**config.mk**
```make
export PLATFORM = sky130hd
export DESIGN_NAME = sync_fifo_flags
export DESIGN_NICKNAME = d
export VERILOG_FILES = /design/src/rtl/fifo_pkg.sv /design/src/rtl/fifo_ram.sv /design/src/rtl/sync_fifo_flags.sv
export SDC_FILE = /design/constraint.sdc
export NUM_CORES = 1
export LEC_CHECK = 0
export BUFFER_PORTS_ARGS = -buffer_cell sky130_fd_sc_hd__buf_2
export CAP_MARGIN = 20
export CORE_MARGIN = 2
export CORE_UTILIZATION = 36
export CTS_CLUSTER_DIAMETER = 150
export DETAILED_ROUTE_END_ITERATION = 10
export HOLD_SLACK_MARGIN = 0.1
export SLEW_MARGIN = 20
export SYNTH_ARGS = -nofsm -noshare
export SYNTH_HDL_FRONTEND = slang
export SYNTH_SLANG_ARGS = --single-unit
```
**constraint.sdc**
```tcl
create_clock -name clk -period 5.65 [get_ports clk]
set_input_delay 0.8475 -clock clk [delete_from_list [all_inputs] [get_ports clk]]
set_output_delay 0.8475 -clock clk [all_outputs]
set_load 0.05 [all_outputs]
```
**src/rtl/fifo_pkg.sv**
```systemverilog
// Shared definitions for the team's FIFO family (synchronous and asynchronous).
// Holds read-mode encodings, depth/count-width helpers and the flag bundle.
package fifo_pkg;

    // Read-mode encodings for the fwft parameter
    localparam int FIFO_MODE_STD  = 0;
    localparam int FIFO_MODE_FWFT = 1;

    // Status flags derived purely from an occupancy value
    typedef struct packed {
        logic empty;
        logic full;
        logic almost_full;
        logic almost_empty;
    } fifo_flags_t;

    // Number of entries for a given address width
    function automatic int fifo_depth(input int addr_size);
        return 1 << addr_size;
    endfunction

    // Occupancy counter width: must hold 0..depth inclusive
    function automatic int fifo_count_width(input int addr_size);
        return addr_size + 1;
    endfunction

    // Flag set for a given occupancy; thresholds are inclusive on both sides
    function automatic fifo_flags_t fifo_flags_from_count(
        input int count,
        input int depth,
        input int afull_level,
        input int aempty_level
    );
        fifo_flags_t f;
        f.empty        = (count == 0);
        f.full         = (count == depth);
        f.almost_full  = (count >= afull_level);
        f.almost_empty = (count <= aempty_level);
        return f;
    endfunction

endpackage

```
**src/rtl/fifo_ram.sv**
```systemverilog
// Storage array for the FIFO family: one synchronous write port and one
// asynchronous read port. Contents are never reset.
module fifo_ram
    import fifo_pkg::*;
#(
    parameter int data_size = 8,
    parameter int addr_size = 3
) (
    input  logic                 clk,
    input  logic                 write_en,
    input  logic [addr_size-1:0] write_addr,
    input  logic [data_size-1:0] write_data,
    input  logic [addr_size-1:0] read_addr,
    output logic [data_size-1:0] read_data
);

    localparam int depth = fifo_depth(addr_size);

    logic [data_size-1:0] mem [depth];

    // Synchronous write of one entry per cycle
    always_ff @(posedge clk) begin
        if (write_en) begin
            mem[write_addr] <= write_data;
        end
    end

    assign read_data = mem[read_addr];

endmodule

```
**src/rtl/sync_fifo_flags.sv**
```systemverilog
// Single-clock FIFO with occupancy count, almost-full/almost-empty thresholds,
// sticky overflow/underflow flags and a registered or fall-through read port.
// Flags are registered from the next count so they always agree with fifo_count.
module sync_fifo_flags
    import fifo_pkg::*;
#(
    parameter int data_size    = 8,
    parameter int addr_size    = 3,
    parameter int afull_level  = 6,
    parameter int aempty_level = 2,
    parameter int fwft         = 0
) (
    input  logic                 clk,
    input  logic                 rst_n,
    input  logic                 write_en,
    input  logic [data_size-1:0] write_data,
    input  logic                 read_en,
    output logic [data_size-1:0] read_data,
    output logic                 fifo_empty,
    output logic                 fifo_full,
    output logic                 fifo_almost_full,
    output logic                 fifo_almost_empty,
    output logic [addr_size:0]   fifo_count,
    output logic                 overflow,
    output logic                 underflow,
    input  logic                 err_clr
);

    localparam int depth   = fifo_depth(addr_size);
    localparam int count_w = fifo_count_width(addr_size);

    logic [addr_size-1:0] wr_ptr;
    logic [addr_size-1:0] rd_ptr;
    logic [count_w-1:0]   count_next;
    logic                 wr_accept;
    logic                 rd_accept;
    logic [data_size-1:0] ram_read_data;
    fifo_flags_t          flags_next;

    // Acceptance looks only at the registered flags, so full/empty arbitration
    // never depends on same-cycle requests.
    assign wr_accept = write_en & ~fifo_full;
    assign rd_accept = read_en & ~fifo_empty;

    fifo_ram #(
        .data_size (data_size),
        .addr_size (addr_size)
    ) u_ram (
        .clk        (clk),
        .write_en   (wr_accept),
        .write_addr (wr_ptr),
        .write_data (write_data),
        .read_addr  (rd_ptr),
        .read_data  (ram_read_data)
    );

    // Next occupancy: a simultaneous read and write leaves the count unchanged
    always_comb begin
        count_next = fifo_count;
        unique case ({wr_accept, rd_accept})
            2'b10:   count_next = fifo_count + 1'b1;
            2'b01:   count_next = fifo_count - 1'b1;
            default: count_next = fifo_count;
        endcase
    end

    assign flags_next = fifo_flags_from_count(int'(count_next), depth,
                                              afull_level, aempty_level);

    // Pointers wrap naturally at depth because they are exactly addr_size wide
    always_ff @(posedge clk or negedge rst_n) begin
        if (!rst_n) begin
            wr_ptr <= '0;
            rd_ptr <= '0;
        end else begin
            if (wr_accept) begin
                wr_ptr <= wr_ptr + 1'b1;
            end
            if (rd_accept) begin
                rd_ptr <= rd_ptr + 1'b1;
            end
        end
    end

    // Count and flags register together from the same next-count value
    always_ff @(posedge clk or negedge rst_n) begin
        if (!rst_n) begin
            fifo_count        <= '0;
            fifo_empty        <= 1'b1;
            fifo_full         <= 1'b0;
            fifo_almost_full  <= 1'b0;
            fifo_almost_empty <= 1'b1;
        end else begin
            fifo_count        <= count_next;
            fifo_empty        <= flags_next.empty;
            fifo_full         <= flags_next.full;
            fifo_almost_full  <= flags_next.almost_full;
            fifo_almost_empty <= flags_next.almost_empty;
        end
    end

    // Sticky error flags; a new error in the clearing cycle keeps the flag set
    always_ff @(posedge clk or negedge rst_n) begin
        if (!rst_n) begin
            overflow  <= 1'b0;
            underflow <= 1'b0;
        end else begin
            overflow  <= (write_en & fifo_full)  | (overflow  & ~err_clr);
            underflow <= (read_en  & fifo_empty) | (underflow & ~err_clr);
        end
    end

    if (fwft == FIFO_MODE_FWFT) begin : g_fwft
        // Head of queue is presented directly; meaningless while empty
        assign read_data = ram_read_data;
    end else begin : g_std
        logic [data_size-1:0] read_data_q;

        // Registered read port: captures the head on an accepted read, holds otherwise
        always_ff @(posedge clk or negedge rst_n) begin
            if (!rst_n) begin
                read_data_q <= '0;
            end else if (rd_accept) begin
                read_data_q <= ram_read_data;
            end
        end

        assign read_data = read_data_q;
    end

endmodule

```
==> out/results.md <==
| Step | Result | This run |
|:---|:---|:---|
| worst setup path | Kind of start point of the critical path | flip-flop |
| floorplan | IO Pins | 31 |
| cts | H-tree depth reported by CTS | 3 |
| power | Leakage power of the design | 1.476 nW |
| power | VDD IR-drop max | 257.5 uV |
| flow run | Maximum Capacitance Violations | 0 |
| cts | Clock transition at path regs | 0.09 ns |
| floorplan | DIE AREA | 0.01077 mm2 |
| layout | NumNets Final | 256 |
| route | Vias per cell | 4.697 |
| yosys | Share of the synthesized netlist area taken by xor and xnor gates | 0.01711 |
| yosys | Top-area cell type share of the netlist area | 0.5363 |
| cts | Buffers inserted by post-CTS timing repair | 0 |
| worst setup path | Startpoint-to-endpoint class of the critical path | reg -> reg |
| cts | Cts bufs inserted | 9 |
| placed design | IO buf count | 30 |
| yosys | Syn_nets | 224 |
| floorplan | Cell row count | 36 |
| timing | Unrepaired setup endpoints after global routing | no |
| cts | Cts repair resizes | 0 |
| route | Drt pass-1 iters | 4 |
| floorplan | Width of the chip | 103.8 um |
| outcome | Result of the run | complete, no violations |
| timing | Sum of negative setup slack | 0 ns |
| route | Post-DRT Antenna Nets | 0 |
| yosys | Yosys warnings | 0 |
| timing | Max-slew violation count | 0 |
| floorplan | Die H | 103.8 um |
| route | Aggregate routed wire length | 5987 um |
| timing | Final period utilization | 0.5208 |
| layout | Number of diodes | 0 |
| worst setup path | Data required time at the worst endpoint | 5.90 ns |
| yosys | Area fraction in and, or, nand and nor cells after synthesis | 0.06948 |
| worst setup path | Arrival time worst endpoint | 3.20 ns |
| yosys | Post-synth top area cell | edfxtp_1 |
| yosys | Count leader, synth | edfxtp_1 |
| timing | Post-route minimum period | 2.942 ns |
| global route | Maximum number of pins on one net before global-route repair | 25 |
| timing | Setup Viol. Count Final | 0 |
| route | Per-cell routed wire length | 15.92 um |
| layout | Share of post-route cells with drive strength above 1 | 0.3169 |
| global route | Remaining global-route overflow | 0 |
| global route | Number of antenna violations at the first check in global routing | 0 |
| yosys | Multiplexer fraction of the synthesized cell area | 0.1288 |
| timing | Post-Route Skew | 0.007423 ns |
| yosys | Count of unique library cells instantiated by Yosys | 37 |
| cts | Number of buffers inserted for hold repair after clock tree synthesis | 0 |
| yosys | Post-synthesis share of cell area spent on full adders, half adders and majority gates | 0.01746 |
| timing | Worst-Margin Slew | 0.9544 ns |
| timing | Achievable frequency | 339.9 MHz |
| global route | Gr usage total | 0.1187 |
| timing | Slew headroom | 0.3614 |
| yosys | Synthesized-area fraction occupied by ao, oa, aoi and oai cells | 0.03561 |
| layout | Final cell area excluding filler cells | 0.004043 mm2 |
| yosys | Dominant synthesized flop cell | edfxtp_1 |
| layout | Number of inserted filler cells in the final layout | 898 |
| yosys | Number of instances in the synthesized netlist | 206 |
| timing | Final Hold Viols | 0 |
| cts | TritonCTS Sinks | 88 |
| worst setup path | Slack of the worst reg-to-reg path | 2.71 ns |
| cts | Clock tree from TritonCTS | built |
| power | Cell Pwr Density | 543.4 mW/mm2 |
| yosys | Avg Cell Area, Syn | 17.40 um2 |
| placed design | Detail Placement HPWL | 3871 um |
| route | Residual DRC count | 0 |
| yosys | Sequential element share of the synthesized area | 0.7046 |
| worst setup path | Kind of end point of the critical path | flip-flop |
| cts | Later-pin clock latency in the skew report | 0.35 ns |
| worst setup path | Maximum fanout along the worst path | 19 |
| yosys | FFs w/ async S/R, synth | 0.2727 |
| hold path | Type of the most critical hold path | in -> async |
| global route | Global-route wire length before repair | 9577 um |
| yosys | Flop and latch count out of synthesis | 88 |
| yosys | Synthesized cell area | 0.003583 mm2 |
| floorplan | Placeable core area | 0.009729 mm2 |
| cts | Number of buffers on the longest clock path | 2 |
| cts | Root buffer cell | clkbuf_8 |
| placed design | GPL Wtd Cong | 0.7236 |
| placed design | Cell area after placement | 0.003844 mm2 |
| yosys | Largest cells by area after synthesis | edfxtp_1 (54%), dfrtp_1 (15%), mux4_2 (10%) |
| yosys | Number of flops mapped to enable cells by yosys | 64 |
| route | Vias post-DR | 1766 |
| floorplan | Starting Density | 0.3683 |
| route | Number of violations reported at the end of detailed-routing iteration 0 | 91 |
| worst setup path | CP Launch Point | fifo_empty$_DFF_PN1_ |
| global route | Via count of the first global-routing pass | 1780 |
| yosys | Largest family of logic cells by synthesized area | multiplexers |
| yosys | Top post-synthesis cells by count | edfxtp_1 (64), dfrtp_1 (22), nand2_1 (19) |
| worst setup path | R2R Path Start | fifo_empty$_DFF_PN1_ |
| power | Overall power of the completed layout | 2.197 mW |
| layout | Synth-to-Final Area Change | 12.81% |
-- through the flow --
stage | cells | setup WS (ns) | util | hold slack, ns
2_1_floorplan | 206 | 2.834 | - | 0.4805
3_3_place_gp | 360 | 2.434 | 0.3951 | 0.4596
3_5_place_dp | 360 | 2.327 | 0.3951 | 0.4666
4_1_cts | 376 | 2.675 | 0.4155 | 0.4659
5_1_grt | 376 | 2.435 | 0.4155 | 0.5049
6_report | 376 | 2.708 | 0.4155 | 0.4568
-- kinds of logic (layout without fill, tap and decap cells) --
logic type               Yosys count  after routing
XOR/XNOR                           7              7
AO/OA/AOI/OAI                     17             17
AND/OR/NAND/NOR                   47             47
multiplexers                      26             26
buffers and inverters             16             53
flip-flops                        88             88
adder cells (fa/ha/maj)            5              5
-- worst max-delay path, stage by stage (launching register included) --
cell and delay [ns]:
dfstp_2 0.55, nand2b_1 0.48, inv_1 0.20, ha_1 0.28, xor2_1 0.17, ha_1 0.21
a21oi_2 0.11, mux2i_1 0.22, xor2_1 0.23, inv_2 0.08, nor4_1 0.32
-- final cells by class --
type,count,area [um2],area share
Inverter,6,22.52,0.005571
Multi-Input combinational cell,102,972.2,0.2405
Sequential cell,88,2525,0.6246
Tap cell,133,166.4,0.04116
Timing Repair Buffer,31,157.7,0.03900
Clock buffer,9,123.9,0.03064
Clock inverter,7,75.07,0.01857
-- registers in the layout, summed over array words and instances, names as in the netlist, 3 cells and up --
register and flops:
u_ram.mem 64, read_data 8, fifo_count 4, rd_ptr 3, wr_ptr 3
-- report_power, final --
| part | switching, mW | leakage, nW | internal [mW] | total [mW] |
|---|---|---|---|---|
| Clock | 0.246 | 0.0981 | 0.174 | 0.420 |
| Sequential | 0.127 | 0.870 | 0.855 | 0.981 |
| Combinational | 0.494 | 0.507 | 0.302 | 0.796 |
| Total | 0.866 | 1.48 | 1.33 | 2.20 |
-- final timing paths --
check | endpoint | depth (start not counted)
worst max-delay path | fifo_almost_empty$_DFF_PN1_ | 10
max in group asynchronous | fifo_empty$_DFF_PN1_ | 1
worst min-delay path | fifo_count[1]$_DFF_PN0_ | 1
worst max register to register | fifo_almost_empty$_DFF_PN1_ | 10
min in group clk | read_data[0]$_DFFE_PN0N_ | 2
worst min register to register | read_data[0]$_DFFE_PN0N_ | 2
-- routing by layer --
layer,GRT usage,wire (um),part of all wire,vias to the layer above
met5,0,0,0,-
met4,0.04923,77,0.013,0
met3,0.02454,208,0.035,6
met2,0.1850,2857,0.48,43
met1,0.1632,2843,0.47,882
li1,-,-,-,835
-- cell usage in the layout (no fill, tap or decap), types with 2 or more instances in the layout --
cell       n
edfxtp_1  64
buf_2     30
dfrtp_1   22
nand2_1   19
mux4_2    16
o21ai_0   11
mux2i_1    9
clkbuf_8   9
nor2_1     8
nand2b_1   5
inv_1      5
ha_1       5
xnor2_1    4
xor2_1     3
nor3_2     3
inv_8      3
nor3b_1    2
nor4_1     2
clkinv_4   2
dfstp_2    2
Note: power is estimated with default switching activity, not from simulation.
